$ cat src/rtl/ins_fetcher.sv
// Instruction fetch stage: holds the PC, issues word reads, presents one instruction at a time to the decoder.
// Latency: request 1 cycle after entering S_IDLE, dec_valid 1 cycle after mem_done (or after an icache hit).
// Backpressure: dec_stall holds the instruction in S_HOLD; rdy_in=0 freezes every register.
// Optional icache build: define ICACHE_EN (direct-mapped, 2^ICACHE_IDX_BIT one-word lines).
module ins_fetcher #(
    parameter logic [31:0] RESET_PC       = 32'h0000_0000,
    parameter int          ICACHE_IDX_BIT = 4
) (
    input  logic        clk_in,
    input  logic        rst_in,
    input  logic        rdy_in,
    output logic        mem_req,
    output logic [31:0] mem_addr,
    input  logic        mem_done,
    input  logic [31:0] mem_data,
    output logic        dec_valid,
    output logic [31:0] dec_inst,
    output logic [31:0] dec_addr,
    input  logic        dec_stall,
    input  logic [31:0] dec_next_pc,
    input  logic        rob_clear,
    input  logic [31:0] rob_new_pc
);

    typedef enum logic [1:0] {
        S_IDLE = 2'd0,
        S_WAIT = 2'd1,
        S_HOLD = 2'd2
    } state_t;

    // The index must leave at least one tag bit and address at least two lines.
    if (ICACHE_IDX_BIT < 1 || ICACHE_IDX_BIT > 29) begin : g_bad_idx
        $error("ins_fetcher: ICACHE_IDX_BIT out of range");
    end

    state_t      r_state;
    state_t      w_state_nxt;
    logic [31:0] r_pc;
    logic [31:0] w_pc_nxt;
    logic        r_mem_req;
    logic        w_mem_req_nxt;
    logic [31:0] r_mem_addr;
    logic [31:0] w_mem_addr_nxt;
    logic        r_dec_valid;
    logic        w_dec_valid_nxt;
    logic [31:0] r_dec_inst;
    logic [31:0] w_dec_inst_nxt;
    logic [31:0] r_dec_addr;
    logic [31:0] w_dec_addr_nxt;
    logic        r_flush_pending;
    logic        w_flush_pending_nxt;

    logic        w_hit;
    logic [31:0] w_hit_dat;

`ifdef ICACHE_EN
    localparam int LINES = 1 << ICACHE_IDX_BIT;
    localparam int TAG_W = 30 - ICACHE_IDX_BIT;

    logic [LINES-1:0]          r_line_vld;
    logic [TAG_W-1:0]          r_line_tag [LINES];
    logic [31:0]               r_line_dat [LINES];
    logic [ICACHE_IDX_BIT-1:0] w_rd_idx;
    logic [ICACHE_IDX_BIT-1:0] w_wr_idx;
    logic                      w_fill;

    // Lookup uses the PC about to be fetched; fill uses the address actually requested.
    assign w_rd_idx  = r_pc[ICACHE_IDX_BIT+1:2];
    assign w_wr_idx  = r_mem_addr[ICACHE_IDX_BIT+1:2];
    assign w_hit     = r_line_vld[w_rd_idx] && (r_line_tag[w_rd_idx] == r_pc[31:ICACHE_IDX_BIT+2]);
    assign w_hit_dat = r_line_dat[w_rd_idx];
    // Only responses that are delivered to the decoder are cached; flushed ones are dropped.
    assign w_fill    = (r_state == S_WAIT) && mem_done && !rob_clear && !r_flush_pending;

    // Line valid bits: cleared only by reset, set on every fill.
    always_ff @(posedge clk_in or posedge rst_in) begin
        if (rst_in) begin
            r_line_vld <= '0;
        end else if (rdy_in && w_fill) begin
            r_line_vld[w_wr_idx] <= 1'b1;
        end
    end

    // Tag and data storage; contents are qualified by r_line_vld so need no reset.
    always_ff @(posedge clk_in) begin
        if (rdy_in && w_fill) begin
            r_line_tag[w_wr_idx] <= r_mem_addr[31:ICACHE_IDX_BIT+2];
            r_line_dat[w_wr_idx] <= mem_data;
        end
    end
`else
    assign w_hit     = 1'b0;
    assign w_hit_dat = '0;
`endif

    // State register, frozen while rdy_in is low.
    always_ff @(posedge clk_in or posedge rst_in) begin
        if (rst_in) begin
            r_state <= S_IDLE;
        end else if (rdy_in) begin
            r_state <= w_state_nxt;
        end
    end

    // Next-state logic; rob_clear always wins except that an outstanding read must complete.
    always_comb begin
        w_state_nxt = r_state;
        case (r_state)
            S_IDLE: begin
                if (rob_clear)  w_state_nxt = S_IDLE;
                else if (w_hit) w_state_nxt = S_HOLD;
                else            w_state_nxt = S_WAIT;
            end
            S_WAIT: begin
                if (mem_done) begin
                    if (rob_clear || r_flush_pending) w_state_nxt = S_IDLE;
                    else                              w_state_nxt = S_HOLD;
                end
            end
            S_HOLD: begin
                if (rob_clear || !dec_stall) w_state_nxt = S_IDLE;
            end
            default: w_state_nxt = S_IDLE;
        endcase
    end

    // Output / datapath next values for each state.
    always_comb begin
        w_pc_nxt            = r_pc;
        w_mem_req_nxt       = r_mem_req;
        w_mem_addr_nxt      = r_mem_addr;
        w_dec_valid_nxt     = r_dec_valid;
        w_dec_inst_nxt      = r_dec_inst;
        w_dec_addr_nxt      = r_dec_addr;
        w_flush_pending_nxt = r_flush_pending;
        case (r_state)
            S_IDLE: begin
                if (rob_clear) begin
                    w_pc_nxt        = rob_new_pc;
                    w_dec_valid_nxt = 1'b0;
                    w_mem_req_nxt   = 1'b0;
                end else if (w_hit) begin
                    w_dec_valid_nxt = 1'b1;
                    w_dec_inst_nxt  = w_hit_dat;
                    w_dec_addr_nxt  = r_pc;
                end else begin
                    w_mem_req_nxt  = 1'b1;
                    w_mem_addr_nxt = r_pc;
                end
            end
            S_WAIT: begin
                if (mem_done) begin
                    w_mem_req_nxt = 1'b0;
                    if (rob_clear || r_flush_pending) begin
                        w_flush_pending_nxt = 1'b0;
                    end else begin
                        w_dec_valid_nxt = 1'b1;
                        w_dec_inst_nxt  = mem_data;
                        w_dec_addr_nxt  = r_pc;
                    end
                end else if (rob_clear) begin
                    // The read is in flight and cannot be cancelled: remember to drop its data.
                    w_flush_pending_nxt = 1'b1;
                end
                if (rob_clear) begin
                    w_pc_nxt        = rob_new_pc;
                    w_dec_valid_nxt = 1'b0;
                end
            end
            S_HOLD: begin
                if (rob_clear) begin
                    w_pc_nxt        = rob_new_pc;
                    w_dec_valid_nxt = 1'b0;
                end else if (!dec_stall) begin
                    w_pc_nxt        = dec_next_pc;
                    w_dec_valid_nxt = 1'b0;
                end
            end
            default: begin
                w_dec_valid_nxt = 1'b0;
                w_mem_req_nxt   = 1'b0;
            end
        endcase
    end

    // Datapath registers, frozen while rdy_in is low.
    always_ff @(posedge clk_in or posedge rst_in) begin
        if (rst_in) begin
            r_pc            <= RESET_PC;
            r_mem_req       <= 1'b0;
            r_mem_addr      <= '0;
            r_dec_valid     <= 1'b0;
            r_dec_inst      <= '0;
            r_dec_addr      <= '0;
            r_flush_pending <= 1'b0;
        end else if (rdy_in) begin
            r_pc            <= w_pc_nxt;
            r_mem_req       <= w_mem_req_nxt;
            r_mem_addr      <= w_mem_addr_nxt;
            r_dec_valid     <= w_dec_valid_nxt;
            r_dec_inst      <= w_dec_inst_nxt;
            r_dec_addr      <= w_dec_addr_nxt;
            r_flush_pending <= w_flush_pending_nxt;
        end
    end

    assign mem_req   = r_mem_req;
    assign mem_addr  = r_mem_addr;
    assign dec_valid = r_dec_valid;
    assign dec_inst  = r_dec_inst;
    assign dec_addr  = r_dec_addr;

endmodule

$ cat config.mk
export PLATFORM = sky130hd
export DESIGN_NAME = ins_fetcher
export DESIGN_NICKNAME = d
export VERILOG_FILES = /design/src/rtl/ins_fetcher.sv
export SDC_FILE = /design/constraint.sdc
export NUM_CORES = 1
export LEC_CHECK = 0
export BUFFER_PORTS_ARGS = -buffer_cell sky130_fd_sc_hd__buf_4
export CAP_MARGIN = 30
export CORE_ASPECT_RATIO = 2
export CORE_MARGIN = 10
export CORE_UTILIZATION = 40
export DETAILED_ROUTE_END_ITERATION = 8
export GPL_TIMING_DRIVEN = 1
export PLACE_DENSITY = 0.66
export SYNTH_ARGS = -nofsm -noshare
export SYNTH_HDL_FRONTEND = slang
export SYNTH_SLANG_ARGS = --single-unit
$ cat constraint.sdc
create_clock -name clk_in -period 9.7 [get_ports clk_in]
set_clock_uncertainty 0.15 [all_clocks]
set_input_delay 0.485 -clock clk_in [delete_from_list [all_inputs] [get_ports clk_in]]
set_output_delay 0.485 -clock clk_in [all_outputs]
set_load 0.01 [all_outputs]
Word-level counts from Yosys, hierarchy flattened
Cells that the tools add are included. Widths: inputs -> output; s select.

Bits in registers: 133. Bits in latches: 0. RAM bits: 0. Bits in read-only memories: 0. Word-level logic and storage cells: 57. Memories: 0.

Add/subtract/negate cells: 0. $mul: 0. Div/mod/pow operators: 0. $lt $le $gt $ge: 0. Eq/ne operators: 10. Shift-type cells: 0. Muxes and demuxes: 22. Bitwise gates (word level): 3. Reductions and logical operators: 14.

Operator list (number): $mux 32 (3); $pmux 32 s2 (1); $mux 1 (12); $reduce_and 4->1 (3); $ne 3x3->1 const B (3); $reduce_and 3->1 (3); $mux 2 (3); $ne 2x2->1 const B (3); $pmux 1 s3 (2); $pmux 2 s3 (1); $reduce_and 5->1 (1); $ne 2x1->1 const B (2); $reduce_bool 2->1 (2); $not 1->1 (3); $eq 2x1->1 const B (1); $eq 2x2->1 const B (1); $logic_not 2->1 (1); $logic_or 1x1->1 (2); $reduce_or 2->1 (1); $logic_not 1->1 (1).

Longest topological paths before layout
Depth in word-level cells: 5. Mapped depth: 6. Mapped depth without buffers: 4.

Worst setup path before layout
OpenSTA, ideal clock, no wires.

Path type: input to register. Start: in rob_clear. End: reg r_dec_addr[29] (netlist: dec_addr[29]). Setup time: 0.127 ns. Arrival: 1.482 ns. Required time: 9.423 ns. Setup slack: 7.941 ns. Stages: 6. Cell sequence: buf_2 nor2_1 nand4_1 buf_4 buf_6 mux2_1.

Cells in the longest elaborated chain, start to end: 3.

Ends and longest elaborated chain: from (decl) (line 21) `input logic rob_clear,`; $logic_or 1x1->1 (line 154) `if (rob_clear || r_flush_pending) begin`; $not 1->1 (no line); $reduce_and 4->1 (no line); to (signal assigned) (line 202) `r_dec_addr <= w_dec_addr_nxt;`; to (decl) (line 48) `logic [31:0] r_dec_addr;`.

Every way passes these cells. A chain may end at the register's enable or synchronous reset.

Worst setup path after layout
Start: reg r_state[1]. End: reg r_mem_addr[24] (netlist: mem_addr[24]).

Cells in the longest elaborated chain, start to end: 2.

Ends and longest elaborated chain: from (decl) (line 36) `state_t r_state;`; from (signal assigned) (line 101) `r_state <= w_state_nxt;`; $logic_not 2->1 (line 136) `case (r_state)`; $reduce_and 3->1 (no line); to (signal assigned) (line 199) `r_mem_addr <= w_mem_addr_nxt;`; to (decl) (line 42) `logic [31:0] r_mem_addr;`.

Every way passes these cells.

==> flow_summary.json <==
{
  "run_status": "complete, no violations",
  "drtAntennaViolNets": 0,
  "cp_max_fo": 23,
  "ir_drop_v": 0.000162,
  "antenna_found_initial": 0,
  "n_fill_cell": 1065,
  "track_usage_pct": 15.6,
  "p_leak_nw": 3.70,
  "core_mm2": 0.0131,
  "stdcell_count": 740,
  "syn_to_final_growth_pct": 42.9,
  "syn_avg_cell_area_um2": 14.2,
  "cts_tree": "done",
  "synth_area_leaders": "dfrtp_1 (63%), mux2_2 (11%), mux2_1 (8.9%)",
  "cellPowerDensity_mw_per_mm2": 315,
  "finalHoldViolations": 0,
  "multi_input_area_mm2": 0.00185,
  "diodes": 0,
  "setup_slack_ps": 7360,
  "yosys.area_share.simple_pct": 3.79,
  "syn_nets": 476,
  "vias": 3660,
  "synth-xor-area-share_pct": 0,
  "grt_pass1_wl_um": 22100,
  "first_iter_violations": 54,
  "synthDominantCellAreaShare_pct": 62.6,
  "fin_total_pwr_mw": 2.40,
  "critical_path_arrival_ps": 2480,
  "yosysWarnings": 0,
  "max_slew_margin_pct": 44.3,
  "syn_area_mm2": 0.00532,
  "synth_seq_cells": 133,
  "required_ps": 9830,
  "post-synth-top-area-cell": "dfrtp_1",
  "slew_viol_final": 0,
  "place.gp.congestion": 0.756,
  "hold_buffers": 0,
  "grt_max_degree": 69,
  "clk_pin_slew_ps": 60,
  "tns_ps": 0,
  "drt_wl_total_um": 14500,
  "hold_path_class": "in -> async",
  "die_w_um": 102,
  "cts_buffers": 17,
  "dp.cells": 709,
  "worstSetupPathType": "reg -> reg",
  "clkSinkCount": 133,
  "cap_violations": 0,
  "period_needed_ps": 2340,
  "muxShareOfSynthArea_pct": 26.3,
  "design.die.area_mm2": 0.0186,
  "clock-root-buffer": "clkbuf_16",
  "rsz0062_at_grt": "false",
  "wl_per_cell_um": 19.6,
  "overflow": 0,
  "cpPeakStageDelay_ps": 510,
  "path_cells": "nand2b_1, nor3_4, buf_4, mux2_2",
  "dp_slack_ps": 7290,
  "synth-compound-area-share_pct": 4.33,
  "cts_buffer_depth": 2,
  "initial_core_util_pct": 40.7,
  "port_buffers": 199,
  "regArea_mm2": 0.00333,
  "die_h_um": 183,
  "synth_fa_ha_area_share_pct": 0,
  "num_rows": 59,
  "cts_resized": 0,
  "syn_inst": 374,
  "htreeDepth": 4,
  "layout.nets": 678,
  "clkLatencyLatePin_ps": 400,
  "finalCritPeriodShare_pct": 24.1,
  "pin_count": 200,
  "fmax_mhz": 427,
  "dr.pass1.iters": 4,
  "cpMaxStageDelayCell": "nor3_4",
  "ys_types": 24,
  "dp_hpwl_um": 11000,
  "first_global_vias": 4112,
  "startpoint_type": "flop",
  "synth_top_family_by_area": "multiplexers",
  "drc": 0,
  "worst_pin_slew_ps": 835,
  "ys_seq_area_share_pct": 62.6,
  "drive_above_1_share_pct": 50.3,
  "endpoint_kind": "flop",
  "setup_viol": 0,
  "hold_slack_ps": 88.0,
  "routed_via_density": 4.95,
  "post-cts-setup-buffers": 0
}
worst paths after layout:
| kind | depth (start not counted) | startpoint | slack, ps | to |
|---|---|---|---|---|
| min in group clk_in | 2 | mem_data[22] | 140 | dec_inst[22] |
| worst max register to register | 4 | r_state[1] | 7360 | mem_addr[24] |
| worst min-delay path | 2 | rst_in | 90 | dec_inst[28] |
| worst max-delay path | 4 | r_state[1] | 7360 | mem_addr[24] |
| max in group asynchronous | 3 | rst_in | 7930 | r_pc[29] |
| worst min register to register | 1 | mem_addr[2] | 340 | mem_addr[2] |
power by group:
part,total [mW],leakage [nW],switching (mW),internal (mW)
sequential,0.924,1.66,0.136,0.788
combinational,0.742,1.72,0.320,0.423
clock,0.731,0.323,0.234,0.497
total,2.40,3.70,0.690,1.71
cells in the final DEF, fill, tap and decap left out, drive strengths merged, types with 2 or more instances in the layout:
cell type and n:
a21oi 2, a31oi 2, buf 206, bufinv 6, clkbuf 20, clkinvlp 2, dfrtp 133, inv 4
mux2 96, mux2i 32, nand2 35, nand2b 2, nor2 3, nor3b 2, o21ai 36
critical path, delay by kind of cell, from the launching register on:
kind          cells  cell delay [ps]
buf+inv           1              450
simple gates      2              750
flops             1              470
mux               1              380
layer usage:
layer	routed length, um	track usage, %
met1	4640	14.2
met2	8360	29.3
met3	1200	5.99
met4	287	6.28
met5	0	0
metrics by stage:
stage	area [um^2]	util (%)
finish	7600	58.2
global route	7600	58.2
CTS	7600	58.2
detailed placement	6930	53.0
global placement	6910	52.9
floorplan	5320	-
cell usage after synthesis:
cell type and instances:
nor2_1 2, a31oi_1 2, nand2b_1 2, mux2_1 42, inv_2 1, dfrtp_1 133, o21ai_0 36, buf_4 7
nand2_1 35, nor2_2 1, mux2i_1 32, o211ai_2 1, inv_1 1, mux2_2 54, a21o_1 1, nor2b_1 1
nor3_4 1, a21oi_1 2, nor3b_1 2, buf_6 4, nand4_1 1, clkbuf_1 5, buf_2 7, a22oi_1 1
kinds of logic after synthesis:
logic type,after synthesis
flip-flops,133
multiplexers,128
AND/OR/NAND/NOR,45
AO/OA/AOI/OAI,43
buffers and inverters,25
flip-flops by register name, summed over array words and instances (netlist names):
name / cells
r_flush_pending: 1
mem_addr: 32
mem_req: 1
dec_valid: 1
r_state: 2
dec_addr: 32
dec_inst: 32
r_pc: 32
final cells by class:
| cell class | count | area share [%] |
|---|---|---|
| Sequential cell | 133 | 43.8 |
| Multi-Input combinational cell | 216 | 24.3 |
| Timing Repair Buffer | 206 | 20.4 |
| Clock buffer | 20 | 6.01 |
| Clock inverter | 11 | 2.91 |
| Tap cell | 152 | 2.50 |
| Inverter | 2 | 0.132 |
Power figures use the tool's default switching activity.
